## config.mk

```make
export PLATFORM = sky130hd
export DESIGN_NAME = ram2x2_write_arbiter
export DESIGN_NICKNAME = d
export VERILOG_FILES = /design/src/rtl/ram2x2_write_arbiter.sv
export SDC_FILE = /design/constraint.sdc
export NUM_CORES = 1
export LEC_CHECK = 0
export ABC_AREA = 1
export CAP_MARGIN = 20
export CORE_AREA = 4 4 41 43
export DETAILED_ROUTE_END_ITERATION = 8
export DIE_AREA = 0 0 45 47
export SETUP_SLACK_MARGIN = 0.02
export SYNTH_ARGS = -nofsm -noshare
export SYNTH_HDL_FRONTEND = slang
export SYNTH_SLANG_ARGS = --single-unit
```

## constraint.sdc

```tcl
create_clock -name clk -period 1.4 [get_ports clk]
set_input_delay 0.28 -clock clk [delete_from_list [all_inputs] [get_ports clk]]
set_output_delay 0.28 -clock clk [all_outputs]
set_load 0.1 [all_outputs]
```

## src/rtl/ram2x2_write_arbiter.sv

```systemverilog
// Round-robin arbiter for the RAM2x2bit write port; all outputs registered.
// Optional per-requester commit counters are enabled by defining ARB_WRITE_COUNT_EN.
module ram2x2_write_arbiter #(
    parameter int ADDR_W = 1,
    parameter int DATA_W = 2,
    parameter int CNT_W  = 8
) (
    input  logic              clk,
    input  logic              reset,
    input  logic              req_a,
    input  logic [ADDR_W-1:0] addr_a,
    input  logic [DATA_W-1:0] data_a,
    input  logic              req_b,
    input  logic [ADDR_W-1:0] addr_b,
    input  logic [DATA_W-1:0] data_b,
    output logic              ack_a,
    output logic              ack_b,
    output logic              Write_Enable,
    output logic [ADDR_W-1:0] Write_Address,
    output logic [DATA_W-1:0] Write_Data,
`ifdef ARB_WRITE_COUNT_EN
    output logic [CNT_W-1:0]  cnt_a,
    output logic [CNT_W-1:0]  cnt_b,
`endif
    output logic              last_grant
);

    typedef enum logic [1:0] {
        IDLE = 2'd0,
        WR_A = 2'd1,
        WR_B = 2'd2
    } state_e;

    state_e            state_q, state_d;
    logic              we_q, we_d;
    logic              ack_a_q, ack_a_d;
    logic              ack_b_q, ack_b_d;
    logic [ADDR_W-1:0] waddr_q, waddr_d;
    logic [DATA_W-1:0] wdata_q, wdata_d;
    logic              last_grant_q, last_grant_d;
    logic              elig_a, elig_b;

    // A requester is masked during its own ack cycle so one request gives one write.
    always_comb begin
        elig_a = req_a && (state_q != WR_A);
        elig_b = req_b && (state_q != WR_B);
    end

    always_comb begin
        state_d      = IDLE;
        we_d         = 1'b0;
        ack_a_d      = 1'b0;
        ack_b_d      = 1'b0;
        waddr_d      = waddr_q;
        wdata_d      = wdata_q;
        last_grant_d = last_grant_q;
        if (elig_a && (!elig_b || last_grant_q)) begin
            state_d      = WR_A;
            we_d         = 1'b1;
            ack_a_d      = 1'b1;
            waddr_d      = addr_a;
            wdata_d      = data_a;
            last_grant_d = 1'b0;
        end else if (elig_b) begin
            state_d      = WR_B;
            we_d         = 1'b1;
            ack_b_d      = 1'b1;
            waddr_d      = addr_b;
            wdata_d      = data_b;
            last_grant_d = 1'b1;
        end
    end

    always_ff @(posedge clk) begin
        if (reset) begin
            state_q      <= IDLE;
            we_q         <= 1'b0;
            ack_a_q      <= 1'b0;
            ack_b_q      <= 1'b0;
            waddr_q      <= '0;
            wdata_q      <= '0;
            last_grant_q <= 1'b1;
        end else begin
            state_q      <= state_d;
            we_q         <= we_d;
            ack_a_q      <= ack_a_d;
            ack_b_q      <= ack_b_d;
            waddr_q      <= waddr_d;
            wdata_q      <= wdata_d;
            last_grant_q <= last_grant_d;
        end
    end

    assign ack_a         = ack_a_q;
    assign ack_b         = ack_b_q;
    assign Write_Enable  = we_q;
    assign Write_Address = waddr_q;
    assign Write_Data    = wdata_q;
    assign last_grant    = last_grant_q;

`ifdef ARB_WRITE_COUNT_EN
    logic [CNT_W-1:0] cnt_a_q, cnt_a_d;
    logic [CNT_W-1:0] cnt_b_q, cnt_b_d;

    // Saturating commit counters.
    always_comb begin
        cnt_a_d = cnt_a_q;
        cnt_b_d = cnt_b_q;
        if (ack_a_q && (cnt_a_q != '1)) cnt_a_d = cnt_a_q + 1'b1;
        if (ack_b_q && (cnt_b_q != '1)) cnt_b_d = cnt_b_q + 1'b1;
    end

    always_ff @(posedge clk) begin
        if (reset) begin
            cnt_a_q <= '0;
            cnt_b_q <= '0;
        end else begin
            cnt_a_q <= cnt_a_d;
            cnt_b_q <= cnt_b_d;
        end
    end

    assign cnt_a = cnt_a_q;
    assign cnt_b = cnt_b_q;
`endif

endmodule

```

==> run summary <==
The total via count after detailed routing was 321; the final cycle utilization of the critical path was 81.6%. The tools report the clock insertion delay at the later pin of the skew report as 0.25 ns. Entering global routing, the biggest net connects 7 pins. Summed over all cells, the static leakage comes to 0.267 nW.

Setup repair after global routing left no endpoint under its margin. The library cell with the largest summed area after synthesis is sky130_fd_sc_hd__dfxtp_1. The source of the worst hold timing path is Write_Data[1]$_SDFFE_PP0P_. The first routing iteration left 2 violations. The tools report the worst hold endpoint as Write_Data[1]$_SDFFE_PP0P_. In this run the tightest slew margin relative to its limit is 77.0%.

CTS placed an instance of sky130_fd_sc_hd__clkbuf_4 at the clock tree root. Relative area change from synthesis to final layout: 82.3%. After detailed routing, the number of remaining DRC violations is 0. For the global-route usage over all layers, the log shows 7.59%. For the final database, setup skew stands at 0.00496 ns. STA puts the critical path data required time at 1.55 ns. The worst setup path is launched from a primary input.

The count of yosys warnings during synthesis is 0, and the number of buffers inserted by port buffering is 16. Counting flops and latches in the post-synthesis netlist gives 7. Setup violations remaining at the end of the flow were counted as 0.

The cell family contributing the most delay on the critical path is buffers and inverters. The CTS buffer count is 3, and the clock period minus final worst setup slack is 1.14 ns. The final layout contains 70 nets.

The share of layout cells above drive strength 1 came out at 37.3%. For this run, the leading register cell type out of synthesis is sky130_fd_sc_hd__dfxtp_1. The pre-antenna-repair detailed-routing pass consisted of 2 iterations. In this run, synthesis inferred 0 flip-flops with an integrated enable. At the placement stage, the worst setup path has a slack of -0.00223 ns. The actual slew at the worst max-slew pin is 0.343 ns, and the share of Yosys cell area claimed by the top area cell type is 41.3%. The number of gates resized after CTS was 0. The tools report the first-pass GRT wire length as 1110 microns.

The signal on the critical path passes through clkdlybuf4s50_1 > nand3_2 > nand2_4 > nand2_1 > nand3_1 > nand2_1. The average cell area after synthesis was 8.69 sq um; the worst supply voltage drop on vdd was 0.000521 V. For the count of non-filler cells in the finished layout, the log shows 74.

The clock tree buffer depth was 2. Measured along the y axis, the die boundary spans 47 microns. The die covers 0.00212 sq mm.

The number of buffer and inverter instances along the worst setup path is 1, and the upper clock frequency limit is 875 MHz. The netlist uses 16 different library cells. The path type of the worst setup path was in -> reg. The worst setup margin was 0.257 ns; the arrival time at the worst endpoint was 1.29 ns. The area inside the core boundary is 0.00130 sq mm. Total overflow reported by the global router: 0. The tools report the total count of max-transition violations in the final report as 0. The final antenna-violating net count is 0, and the setup TNS is 0 ns. 17 I/O pins were placed. Dividing total power by cell area gives a power density of 1150 mW/mm^2. STA classifies the critical path endpoint as a register.

The clock power share came out at 25.8%. Along the worst path, the maximum fanout reaches 5. Synthesis produced a netlist with a net count of 49.

In the post-synthesis netlist, the cell with the most instances is sky130_fd_sc_hd__dfxtp_1. The placer congestion estimate is 0.751. Half-perimeter wire length after detailed placement: 566 microns.

For this design, the slowest cell found on the critical path is sky130_fd_sc_hd__clkdlybuf4s50_1. Sorting the synthesized cells by area gives the leading types as sky130_fd_sc_hd__dfxtp_1 41%, sky130_fd_sc_hd__nand2_1 6.6%, sky130_fd_sc_hd__nand2_4 6.6%. In this run the worst hold path is classified as reg -> reg. Row generation in the floorplan step produced 13 rows.

The average wire length per cell after detail routing is 9.65 microns. After synthesis, the most frequently instantiated cells are 7 x sky130_fd_sc_hd__dfxtp_1, 6 x sky130_fd_sc_hd__nand2_1, 5 x sky130_fd_sc_hd__inv_1. The share of flip-flops with an asynchronous set or reset after synthesis is 0%, and the initial core utilization is 26.1%. For this design, the sink count on the clock tree is 7. The run gives 0.521 ns as the final worst hold slack. On the worst path, the slowest cell contributes a delay of 0.55 ns. Per report_power, the combinational group accounts for 40.7% of the total. For flop-to-flop paths, the worst setup slack is 0.30 ns. The number of violations of the max-capacitance limit was 0; the count of endpoints failing hold in the final timing report was 0. The die boundary width works out to 45 microns. Hold repair after CTS inserted 0 buffers.

Number of inserted diodes: 0. In this run the critical register-to-register path is captured at Write_Data[0]$_SDFFE_PP0P_. Net switching is 38.3% of the power. The number of levels the H-tree was split into is 1.

After detailed routing, the number of vias per cell comes to 4.34. The sequential fraction of design power came out at 33.5%. In this run the critical register-to-register path is launched from state_q[0]$_SDFF_PP0_. The number of setup buffers added after CTS is 0.

After synthesis, flip-flops and latches occupy 41.3% of the total area. The number of global-route vias before repair is 271, and the worst reg-to-reg path cell count is 5. The run gives 714 microns as the routed wire length. TritonCTS built the clock tree. Counting instances, the worst hold path has a depth of 2.

The logs give 0 for the number of antenna violations at the first check in global routing and 0.440 mW for the internal power. The synthesized netlist occupies a cell area of 339 sq um. After clock tree synthesis, the clock-pin slew on the worst setup and hold paths is 0.05 ns. Net switching power of the design: 0.274 mW. The cell count after synthesis came out at 39. By instance count, the cell type seen most on the critical path is sky130_fd_sc_hd__nand2_1. The number of placed instances, taps included, is 70. The flow ran to the end, and the final reports show no timing, DRC or antenna violations.
==> area by class of cell <==
class                           instances  area (sq um)
Clock buffer                            4          26.3
Fill cell                             142           683
Inverter                                6          22.5
Multi-Input combinational cell         26           176
Sequential cell                         7           144
Tap cell                               15          18.8
Timing Repair Buffer                   16           230
==> tightest hold or removal path, delay by kind of cell (launching register included) <==
| family | cells | cell delay, ns |
|---|---|---|
| simple gates | 2 | 0.15 |
| flops | 1 | 0.33 |
==> cell families (layout without fill, tap and decap cells) <==
logic type             count (synthesis)  after routing  share of synthesized area, %
AOI/OAI and AO/OA                      6              6                          17.0
buffers and inverters                  6             26                          6.64
DFF                                    7              7                          41.3
and+or+nand+nor                       20             20                          35.1
==> metrics by stage <==
step                utilization, %  area (sq um)  total power [mW]
global placement              45.5           592             0.534
CTS                           47.5           618             0.722
detailed placement            45.5           592             0.535
global route                  47.5           618             0.751
finish                        47.5           618             0.714
floorplan                        -           343             0.417
==> per-layer routing <==
layer,share of wire (%),GRT usage [%],vias up,wire length [microns]
li1,-,-,170,-
met3,9.9,2.68,2,71
met4,0.70,7.02,0,5
met5,0,0,-,0
met2,48,11.0,13,340
met1,41,8.66,136,296
==> how the worst max path moves through the flow <==
stage / end / slack [ns] / from / cells past startpoint
after floorplan: Write_Data[0]$_SDFFE_PP0P_ / 0.04 / state_q[0]$_SDFF_PP0_ / 7
after global placement: Write_Data[1]$_SDFFE_PP0P_ / 0.01 / req_b / 6
after detailed placement: Write_Data[1]$_SDFFE_PP0P_ / -0.002 / req_b / 6
after CTS: Write_Data[0]$_SDFFE_PP0P_ / 0.27 / req_b / 6
after global routing: Write_Data[1]$_SDFFE_PP0P_ / 0.18 / req_b / 6
final: Write_Data[0]$_SDFFE_PP0P_ / 0.26 / req_b / 6
==> power by group through the flow <==
stage / sequential (mW) / combinational (mW) / clock, mW
after floorplan: 0.360 / 0.0573 / 0
after global placement: 0.243 / 0.291 / 0
after detailed placement: 0.244 / 0.292 / 0
after CTS: 0.240 / 0.292 / 0.191
after global routing: 0.241 / 0.303 / 0.208
final: 0.239 / 0.290 / 0.184
==> layout by cell type, fill, tap and decap left out <==
cell                              n
sky130_fd_sc_hd__inv_1            5
sky130_fd_sc_hd__nand2_1          6
sky130_fd_sc_hd__dfxtp_2          3
sky130_fd_sc_hd__clkdlybuf4s50_1  9
sky130_fd_sc_hd__nor2_1           2
sky130_fd_sc_hd__clkbuf_1         1
sky130_fd_sc_hd__inv_2            1
sky130_fd_sc_hd__a21oi_2          2
sky130_fd_sc_hd__nand2_4          2
sky130_fd_sc_hd__nand3_2          1
sky130_fd_sc_hd__nand3_1          3
sky130_fd_sc_hd__o21ai_1          1
sky130_fd_sc_hd__nand3b_1         3
sky130_fd_sc_hd__nand2_2          1
sky130_fd_sc_hd__dfxtp_1          4
sky130_fd_sc_hd__o21ai_2          1
sky130_fd_sc_hd__clkbuf_4         3
sky130_fd_sc_hd__nand4_1          2
sky130_fd_sc_hd__a21boi_4         1
sky130_fd_sc_hd__o211ai_1         1
sky130_fd_sc_hd__buf_12           7
==> registers in the layout, indices dropped and copies added (netlist names) <==
signal         flops
Write_Address      1
Write_Data         2
Write_Enable       1
last_grant         1
state_q            2
(Power assumes the default switching activity.)
